`config.mk`:
```
export PLATFORM = sky130hd
export DESIGN_NAME = apple2_bus_master
export DESIGN_NICKNAME = d
export VERILOG_FILES = /design/src/rtl/apple2_bus_master.sv
export SDC_FILE = /design/constraint.sdc
export NUM_CORES = 1
export LEC_CHECK = 0
export ABC_AREA = 0
export CELL_PAD_IN_SITES_DETAIL_PLACEMENT = 0
export CELL_PAD_IN_SITES_GLOBAL_PLACEMENT = 1
export CORE_ASPECT_RATIO = 1.75
export CORE_MARGIN = 4
export CORE_UTILIZATION = 38
export DETAILED_ROUTE_END_ITERATION = 10
export PLACE_DENSITY = 0.87
export SYNTH_ARGS = -nofsm -noshare
export SYNTH_HDL_FRONTEND = slang
export SYNTH_SLANG_ARGS = --single-unit
```
`constraint.sdc`:
```
create_clock -name C7M -period 3.9 [get_ports C7M]
set_input_delay 0.78 -clock C7M [delete_from_list [all_inputs] [get_ports C7M]]
set_output_delay 0.78 -clock C7M [all_outputs]
set_load 0.005 [all_outputs]
```
`src/rtl/apple2_bus_master.sv`:
```
// Apple II slot-bus master: turns host read/write requests into 7M-timed
// PHI1/PHI0 bus cycles with slot select decode and read-data capture.
module apple2_bus_master #(
    parameter int unsigned SLOT      = 1,
    parameter logic [15:0] IDLE_ADDR = 16'hFFFF
) (
    input  logic        C7M,
    input  logic        RES,
    input  logic        ReqValid,
    input  logic        ReqWr,
    input  logic [15:0] ReqAddr,
    input  logic [7:0]  ReqWData,
    output logic        ReqReady,
    output logic        RspValid,
    output logic [7:0]  RspData,
    output logic        PHI0,
    output logic        PHI1,
    output logic [15:0] A,
    output logic        nWE,
    output logic        nDEVSEL,
    output logic        nIOSEL,
    output logic        nIOSTRB,
    input  logic [7:0]  Din,
    output logic [7:0]  Dout,
    output logic        DOE
);

    typedef enum logic [2:0] {
        S1 = 3'd0,
        S2 = 3'd1,
        S3 = 3'd2,
        S4 = 3'd3,
        S5 = 3'd4,
        S6 = 3'd5,
        S7 = 3'd6,
        S8 = 3'd7
    } state_t;

    localparam logic [6:0] LONG_CYCLE = 7'd64;

    state_t      state_r;
    state_t      state_s;
    logic [6:0]  cyc_r;
    logic [6:0]  cyc_s;
    logic        busy_r;
    logic        wr_r;
    logic [7:0]  wdata_r;
    logic        end_s;
    logic        nxt_final_s;
    logic        nxt_phi0_s;
    logic        nxt_late_s;
    logic        drive_s;

    function automatic logic devsel_hit(input logic [15:0] addr);
        logic [11:0] base;
        base = 12'hC08 + 12'(SLOT);
        return addr[15:4] == base;
    endfunction

    function automatic logic iosel_hit(input logic [15:0] addr);
        logic [7:0] page;
        page = 8'hC0 + 8'(SLOT);
        return addr[15:8] == page;
    endfunction

    function automatic logic iostrb_hit(input logic [15:0] addr);
        return addr[15:11] == 5'b11001;
    endfunction

    // Next-state logic: S7 ends the cycle except on cycle 64, which stretches into S8.
    always_comb begin
        state_s = state_r;
        cyc_s   = cyc_r;
        case (state_r)
            S1: state_s = S2;
            S2: state_s = S3;
            S3: state_s = S4;
            S4: state_s = S5;
            S5: state_s = S6;
            S6: state_s = S7;
            S7: begin
                if (cyc_r == LONG_CYCLE) begin
                    state_s = S8;
                end else begin
                    state_s = S1;
                    cyc_s   = cyc_r + 7'd1;
                end
            end
            S8: begin
                state_s = S1;
                cyc_s   = 7'd0;
            end
            default: begin
                state_s = S1;
                cyc_s   = 7'd0;
            end
        endcase
    end

    // Decode of the upcoming state so every bus output can be registered in step with it.
    always_comb begin
        end_s       = (state_r == S8) || ((state_r == S7) && (cyc_r != LONG_CYCLE));
        nxt_final_s = (state_s == S8) || ((state_s == S7) && (cyc_s != LONG_CYCLE));
        nxt_phi0_s  = (state_s != S1) && (state_s != S2) && (state_s != S3);
        nxt_late_s  = nxt_phi0_s && (state_s != S4);
        drive_s     = nxt_late_s && busy_r && wr_r;
    end

    // Sequencer, phase clocks and handshake; reset idles the bus at once.
    always_ff @(posedge C7M or posedge RES) begin
        if (RES) begin
            state_r  <= S1;
            cyc_r    <= 7'd0;
            PHI1     <= 1'b1;
            PHI0     <= 1'b0;
            ReqReady <= 1'b0;
            RspValid <= 1'b0;
            RspData  <= 8'h00;
            A        <= IDLE_ADDR;
            nWE      <= 1'b1;
            busy_r   <= 1'b0;
            wr_r     <= 1'b0;
            wdata_r  <= 8'h00;
        end else begin
            state_r  <= state_s;
            cyc_r    <= cyc_s;
            PHI1     <= ~nxt_phi0_s;
            PHI0     <= nxt_phi0_s;
            ReqReady <= nxt_final_s;
            RspValid <= 1'b0;
            if (end_s) begin
                // Completing cycle reports back while the next one is loaded.
                if (busy_r) begin
                    RspValid <= 1'b1;
                    RspData  <= wr_r ? 8'h00 : Din;
                end
                if (ReqValid) begin
                    A       <= ReqAddr;
                    nWE     <= ~ReqWr;
                    busy_r  <= 1'b1;
                    wr_r    <= ReqWr;
                    wdata_r <= ReqWData;
                end else begin
                    A       <= IDLE_ADDR;
                    nWE     <= 1'b1;
                    busy_r  <= 1'b0;
                    wr_r    <= 1'b0;
                    wdata_r <= 8'h00;
                end
            end
        end
    end

    // Slot selects and write-data drive, valid only while PHI0 is high.
    always_ff @(posedge C7M or posedge RES) begin
        if (RES) begin
            nDEVSEL <= 1'b1;
            nIOSEL  <= 1'b1;
            nIOSTRB <= 1'b1;
            DOE     <= 1'b0;
            Dout    <= 8'h00;
        end else begin
            nDEVSEL <= ~(nxt_phi0_s && devsel_hit(A));
            nIOSEL  <= ~(nxt_phi0_s && iosel_hit(A));
            nIOSTRB <= ~(nxt_phi0_s && iostrb_hit(A));
            DOE     <= drive_s;
            Dout    <= drive_s ? wdata_r : 8'h00;
        end
    end

endmodule

```
==> metrics.md, run 1 <==
| Metric | Value |
|---|---|
| Status | `finished, final reports clean` |
| CTS resizes | `0` |
| Layout cells sized above 1 | `0.134` |
| Placed Instance Area | `0.00347 mm2` |
| Synth top cells by count | `dfrtp_1, nand2_1, inv_1, nor2_1, dfstp_2` |
| Initial core utilization | `0.389` |
| Synth Flop Type | `dfrtp_1` |
| FMAX | `403 MHz` |
| Worst-path clk slew | `50 ps` |
| Antenna violations before repair | `0` |
| Final HPWL DP | `4370 um` |
| Remaining global-route overflow | `0` |
| Routed WL | `6220 um` |
| Clock Path Buffers | `2` |
| CTS Buf Count | `9` |
| First-pass GRT wire length | `10400 um` |
| R2R depth | `5` |
| CTS Hold Buffers Added | `0` |
| Top-area cell type share of the netlist area | `0.375` |
| Final Hold Fails | `0` |
| Seq cells post-synth | `61` |
| Worst r2r src | `cyc_r[3]` |
| Vias/cell | `4.90` |
| Area contributors post-synth | `dfrtp_1, dfstp_2, nand2_1` |
| Slew headroom | `0.402` |
| Final Max Slew Viols | `0` |
| Yosys cell types | `47` |
| Post-synth ARST share | `1.00` |
| GP Congestion | `0.861` |
| Hold_ws | `453 ps` |
| Filler cells | `596` |
| Slew @ Worst Pin | `894 ps` |
| I/O pin cnt | `77` |
| Setup crit end | `RspData[0]` |
| WS Path Type | `reg2reg` |
| Count leader, synth | `dfrtp_1` |
| Post-DRT Antenna Nets | `0` |
| GRT Total Usage | `0.156` |
| Area leader, netlist | `dfrtp_1` |
| H-tree depth | `3` |
| R2r setup slk | `1420 ps` |
| Area of the core | `0.00686 mm2` |
| Number of inserted diodes | `0` |
| TritonRoute pass-1 iters | `4` |
| Crit Reg-Reg Endpoint | `RspData[0]` |
| Min-delay worst type | `reg2reg` |
| Crit. End Element | `flop` |
| Leak Pwr | `1.70 nW` |
| Peak VDD IR | `0.300 mV` |
| Row count | `40` |
| Clock Skews | `4.88 ps` |
| Die ar. | `0.00848 mm2` |
| Vias in the first global route | `2162` |
| Mapped Avg Cell Area | `9.96 um2` |
| Final nets | `377` |
| Sequential area share after synthesis | `0.582` |
| Period utilisation layout | `0.636` |
| Setup tns final | `0 ps` |
| CTS tree | `done` |
| Clock Latency Late Sink | `320 ps` |
| Multi-input gate area | `955 um2` |
| Die Span Y | `119 um` |
| Yosys warnings | `0` |
| Post-DR wirelength/cell | `14.5 um` |
| RSZ-0062 raised after global routing | `no` |
| Area grow syn2layout | `41.1%` |
| Critical path launch point type | `flop` |
| Required @ worst endpoint | `4140 ps` |
| Setup Viol. Count Final | `0` |
| Final Instance Area | `0.00376 mm2` |
| Post-CTS setup buffer count | `0` |
| Post-route minimum period | `2480 ps` |
| Number of synthesized flops with an enable pin | `0` |
| Synth Instances | `268` |
| DR DRC count | `0` |
| CP Max Fanout | `45` |
| Power Density | `414 mW/mm2` |
| Syn Std Cell Area | `0.00267 mm2` |
| Iteration-0 DRC Markers | `83` |
| Largest net degree at the start of global routing | `46` |
| Syn nets | `306` |
| Register Area | `0.00155 mm2` |
| Max Cap Violations | `0` |
| Clock sinks | `61` |
| Worst Path Arrival | `2720 ps` |
| Die W | `71.4 um` |
| Via count | `2098` |
| PortBufs | `76` |
| Clk root buf | `clkbuf_16` |
| Launch point of the worst path | `cyc_r[3]` |
==> report_power, final <==
| group | switching, mW | internal [mW] | total [mW] |
|---|---|---|---|
| Combinational | 0.0439 | 0.0736 | 0.118 |
| Sequential | 0.0160 | 0.664 | 0.680 |
| Clock | 0.268 | 0.492 | 0.760 |
| Total | 0.328 | 1.23 | 1.56 |
==> layer usage <==
layer  vias up  track usage  wire, um
met5         -            0         0
met4         0       0.0600       127
met3        12       0.0549       389
met2        68        0.276      3320
met1       980        0.166      2390
li1       1038            -         -
==> final cells by class <==
type                            instances  share of cell area
Sequential cell                        61               0.412
Timing Repair Buffer                   78               0.206
Clock buffer                           10              0.0608
Tap cell                               84              0.0279
Inverter                               23              0.0229
Multi-Input combinational cell        166               0.254
Clock inverter                          6              0.0163
==> cell usage in the layout, fill, tap and decap left out, types with 2 or more instances in the layout <==
| cell type | synthesis | final |
|---|---|---|
| o31ai_1 | 3 | 3 |
| dfstp_2 | 21 | 21 |
| clkdlybuf4s50_1 | 0 | 76 |
| nand2_1 | 38 | 38 |
| nand3_1 | 14 | 14 |
| mux2i_1 | 3 | 3 |
| and2_1 | 9 | 9 |
| clkbuf_16 | 0 | 9 |
| ha_1 | 2 | 2 |
| nor2_1 | 22 | 22 |
| buf_4 | 1 | 2 |
| and3b_1 | 2 | 2 |
| clkinv_2 | 0 | 3 |
| a31oi_1 | 16 | 16 |
| inv_2 | 1 | 2 |
| a21oi_1 | 2 | 2 |
| and3_1 | 2 | 2 |
| dfrtp_1 | 40 | 40 |
| inv_1 | 22 | 21 |
| o21ai_1 | 11 | 11 |
| nand2b_1 | 9 | 9 |
| nor2b_1 | 2 | 2 |
| nor4b_1 | 3 | 3 |
| nor3_1 | 3 | 3 |
| o21ai_0 | 2 | 2 |
==> registers in the layout (all words and copies together), names as in the netlist, 3 cells and up <==
| signal | count |
|---|---|
| A | 16 |
| Dout | 8 |
| RspData | 8 |
| wdata_r | 8 |
| cyc_r | 7 |
| state_r | 3 |
==> how the worst min path moves through the flow <==
stage	startpoint	endpoint	slack, ps	cells past startpoint
2_1_floorplan	wdata_r[0]	wdata_r[0]	430	2
3_3_place_gp	wdata_r[2]	wdata_r[2]	440	2
3_5_place_dp	wdata_r[6]	wdata_r[6]	450	2
4_1_cts	wdata_r[6]	wdata_r[6]	460	2
5_1_grt	A[4]	nDEVSEL	480	1
6_report	wdata_r[6]	wdata_r[6]	450	2
==> critical path, stage by stage (launching register included) <==
cell and delay (ps):
dfrtp_1 470, or4b_1 680, o31a_2 660, nand2_2 380
nand2_1 110, o21ai_1 90
==> metrics by stage <==
step	std cells	util	setup slack (ps)	total power [mW]
floorplan	268	-	1640	0.726
global placement	412	0.507	1510	0.807
detailed placement	412	0.507	1450	0.809
CTS	428	0.549	1420	1.58
global route	428	0.549	1240	1.62
finish	428	0.549	1420	1.56
==> cell families (layout without fill, tap and decap cells) <==
| kind of cell | after synthesis | count (layout) | share of synthesized area |
|---|---|---|---|
| and+or+nand+nor | 110 | 110 | 0.201 |
| xor gates and xnor gates | 1 | 1 | 0.00328 |
| adders and majority gates | 2 | 2 | 0.00937 |
| muxes | 4 | 4 | 0.0197 |
| DFF | 61 | 61 | 0.582 |
| AOI/OAI and AO/OA | 49 | 49 | 0.124 |
| buffers and inverters | 41 | 117 | 0.0609 |
No activity file was read; power rests on OpenSTA's default activity.
==> inputs of run 2 (changes only) <==
Settings changed: CORE_UTILIZATION 38 to 32, PLACE_DENSITY 0.87 to 0.78.
Clock period 3.9 ns to 2.1 ns, I/O delays scaled along.
==> run 2 against run 1 <==
Clock skew increased by 1.7 ps. Non-clock buffer count increased by 10. Critical path depth increased by 1. Global-route usage decreased by 2.2 points. Register-to-register slack got worse by 1400 ps. Clock power increased by 89%. Die area increased by 17%. Count of clock-buffer cells in the layout increased by 2. Critical endpoint is now ReqReady. Largest cell class unchanged.
==> metrics.md, run 2 (synthesis gave the netlist of run 1 again) <==
| Metric | Value |
|---|---|
| First-pass GRT wire length | `10300 um (-0.20%)` |
| Setup Viol. Count Final | `0 (unchanged)` |
| GP Congestion | `0.840 (-2.5%)` |
| Final Max Slew Viols | `0 (unchanged)` |
| Clock Latency Late Sink | `320 ps (about the same)` |
| Die ar. | `0.00992 mm2 (+17%)` |
| Power Total | `2.92 mW (+88%)` |
| Vias/cell | `4.84 (-1.4%)` |
| Critical path launch point type | `flop` |
| Number of inserted diodes | `0 (unchanged)` |
| Area of the core | `0.00802 mm2 (+17%)` |
| Slew @ Worst Pin | `367 ps (-527 ps)` |
| Peak VDD IR | `0.406 mV (+35%)` |
| Clk root buf | `clkbuf_16` |
| Die Span Y | `129 um (+8.4%)` |
| Commonest non-fill, non-tap cell in the layout | `clkdlybuf4s50_1` |
| Setup slack after layout | `39.9 ps (-1380 ps)` |
| Post-DR wirelength/cell | `14.2 um (-2.6%)` |
| Status | `finished, final reports clean` |
| CP Max Fanout | `4 (-91%)` |
| Crit. End Element | `flop` |
| Required @ worst endpoint | `2310 ps (-1830 ps)` |
| Final Instance Area | `0.00390 mm2 (+3.5%)` |
| WS Path Type | `reg2reg` |
| Row count | `43 (+7.5%)` |
| Post-route minimum period | `2060 ps (-419 ps)` |
| Most frequent cells in the layout | `clkdlybuf4s50_1, dfrtp_1, nand2_1, nor2_1` |
| Clock Skews | `6.62 ps (+1.73 ps)` |
| Placed Instance Area | `0.00357 mm2 (+2.9%)` |
| Post-DRT Antenna Nets | `0 (unchanged)` |
| Antenna violations before repair | `0 (unchanged)` |
| CTS Buf Count | `9 (unchanged)` |
| FMAX | `485 MHz (+20%)` |
| Area grow syn2layout | `46.0%` |
| Max reg flops | `16 (unchanged)` |
| Final nets | `387 (+2.7%)` |
| Remaining global-route overflow | `0 (unchanged)` |
| Final HPWL DP | `4460 um (+2.1%)` |
| Setup tns final | `0 ps (unchanged)` |
| Initial core utilization | `0.333 (-0.0563)` |
| Clock sinks | `61 (unchanged)` |
| I/O pin cnt | `77 (unchanged)` |
| Iteration-0 DRC Markers | `59 (-29%)` |
| GRT Total Usage | `0.135 (-0.0216)` |
| Largest reg by FF count | `A` |
| Max Cap Violations | `0 (unchanged)` |
| DP Worst Slack | `2.96 ps (-1450 ps)` |
| Die W | `77.0 um (+8.0%)` |
| Filler cells | `760 (+28%)` |
| CTS Hold Buffers Added | `0 (unchanged)` |
| TritonRoute pass-1 iters | `4 (unchanged)` |
| Worst Path Arrival | `2270 ps (-450 ps)` |
| Clock Path Buffers | `2 (unchanged)` |
| Leak Pwr | `1.76 nW (+3.5%)` |
| Min-delay worst type | `reg2reg` |
| Period utilisation layout | `0.981 (+0.345)` |
| DR DRC count | `0 (unchanged)` |
| PortBufs | `76 (unchanged)` |
| Vias in the first global route | `2197 (+1.6%)` |
| Layout cells sized above 1 | `0.169 (+0.0358)` |
| CTS tree | `done` |
| Routed WL | `6280 um (+1.0%)` |
| Worst-path clk slew | `50 ps (about the same)` |
| Via count | `2147 (+2.3%)` |
| Power Density | `750 mW/mm2 (+81%)` |
| Final Hold Fails | `0 (unchanged)` |
| Slew headroom | `0.755 (+0.354)` |
| H-tree depth | `3 (unchanged)` |
| Largest net degree at the start of global routing | `62 (+35%)` |
==> run 2: changes by cell type in the layout (fill, tap and decap cells not counted), sizes merged <==
cell / before / now
buf: 2 / 12
clkbuf: 10 / 12
clkinv: 3 / 2
inv: 24 / 23
==> run 2: area by class of cell <==
cell class | instances | area [um2] | share of cell area
clock buffers | 12 | 246 | 0.0632
inverters | 23 | 86.3 | 0.0222
clock inverters | 4 | 47.5 | 0.0122
flip-flops and latches | 61 | 1550 | 0.398
repair buffers | 88 | 876 | 0.225
multi-input cells | 166 | 976 | 0.250
well taps | 90 | 113 | 0.0289
==> run 2: final timing paths <==
| kind | from | end | slack, ps | cells past startpoint |
|---|---|---|---|---|
| setup / recovery | cyc_r[0] | ReqReady | 40 | 6 |
| hold / removal | wdata_r[2] | wdata_r[2] | 450 | 2 |
| setup reg to reg | cyc_r[0] | ReqReady | 40 | 6 |
| hold reg to reg | wdata_r[2] | wdata_r[2] | 450 | 2 |
| max in group asynchronous | RES | PHI1 | 1290 | 3 |
| min in group asynchronous | RES | RspData[3] | 490 | 3 |
==> run 2: what timing repair did <==
action | 4_1_cts | 5_1_grt
setup endpoints to repair | 2 | 19
gates resized for setup | 2 | 3
buffers inserted | 0 | 1
hold endpoints to repair | 0 | 0
gates cloned | 0 | 0
==> run 2: layer usage <==
metal,global-route usage,part of all wire
met3,0.0350,0.048
met4,0.0891,0.032
met5,0,0
met1,0.146,0.41
met2,0.230,0.50
==> run 2: report_power, final <==
group          total [mW]  switching (mW)  leakage (nW)  internal, mW
clock                1.44           0.495         0.143         0.945
sequential           1.26          0.0279         0.740          1.23
combinational       0.220          0.0797         0.882         0.141
==> run 2: worst max-delay path, stage by stage, from the launching register on <==
cell and delay (ps):
dfrtp_1 410, ha_2 240, nand3_1 160, or2_2 330, a221o_1 380, nor4b_2 190
o41ai_2 250
==> run 2: metrics by stage <==
step | cells | hold slack [ps] | utilization
global placement | 427 | 441 | 0.446
finish | 444 | 453 | 0.486
CTS | 443 | 460 | 0.484
global route | 444 | 478 | 0.486
detailed placement | 427 | 448 | 0.446
floorplan | 268 | 430 | -
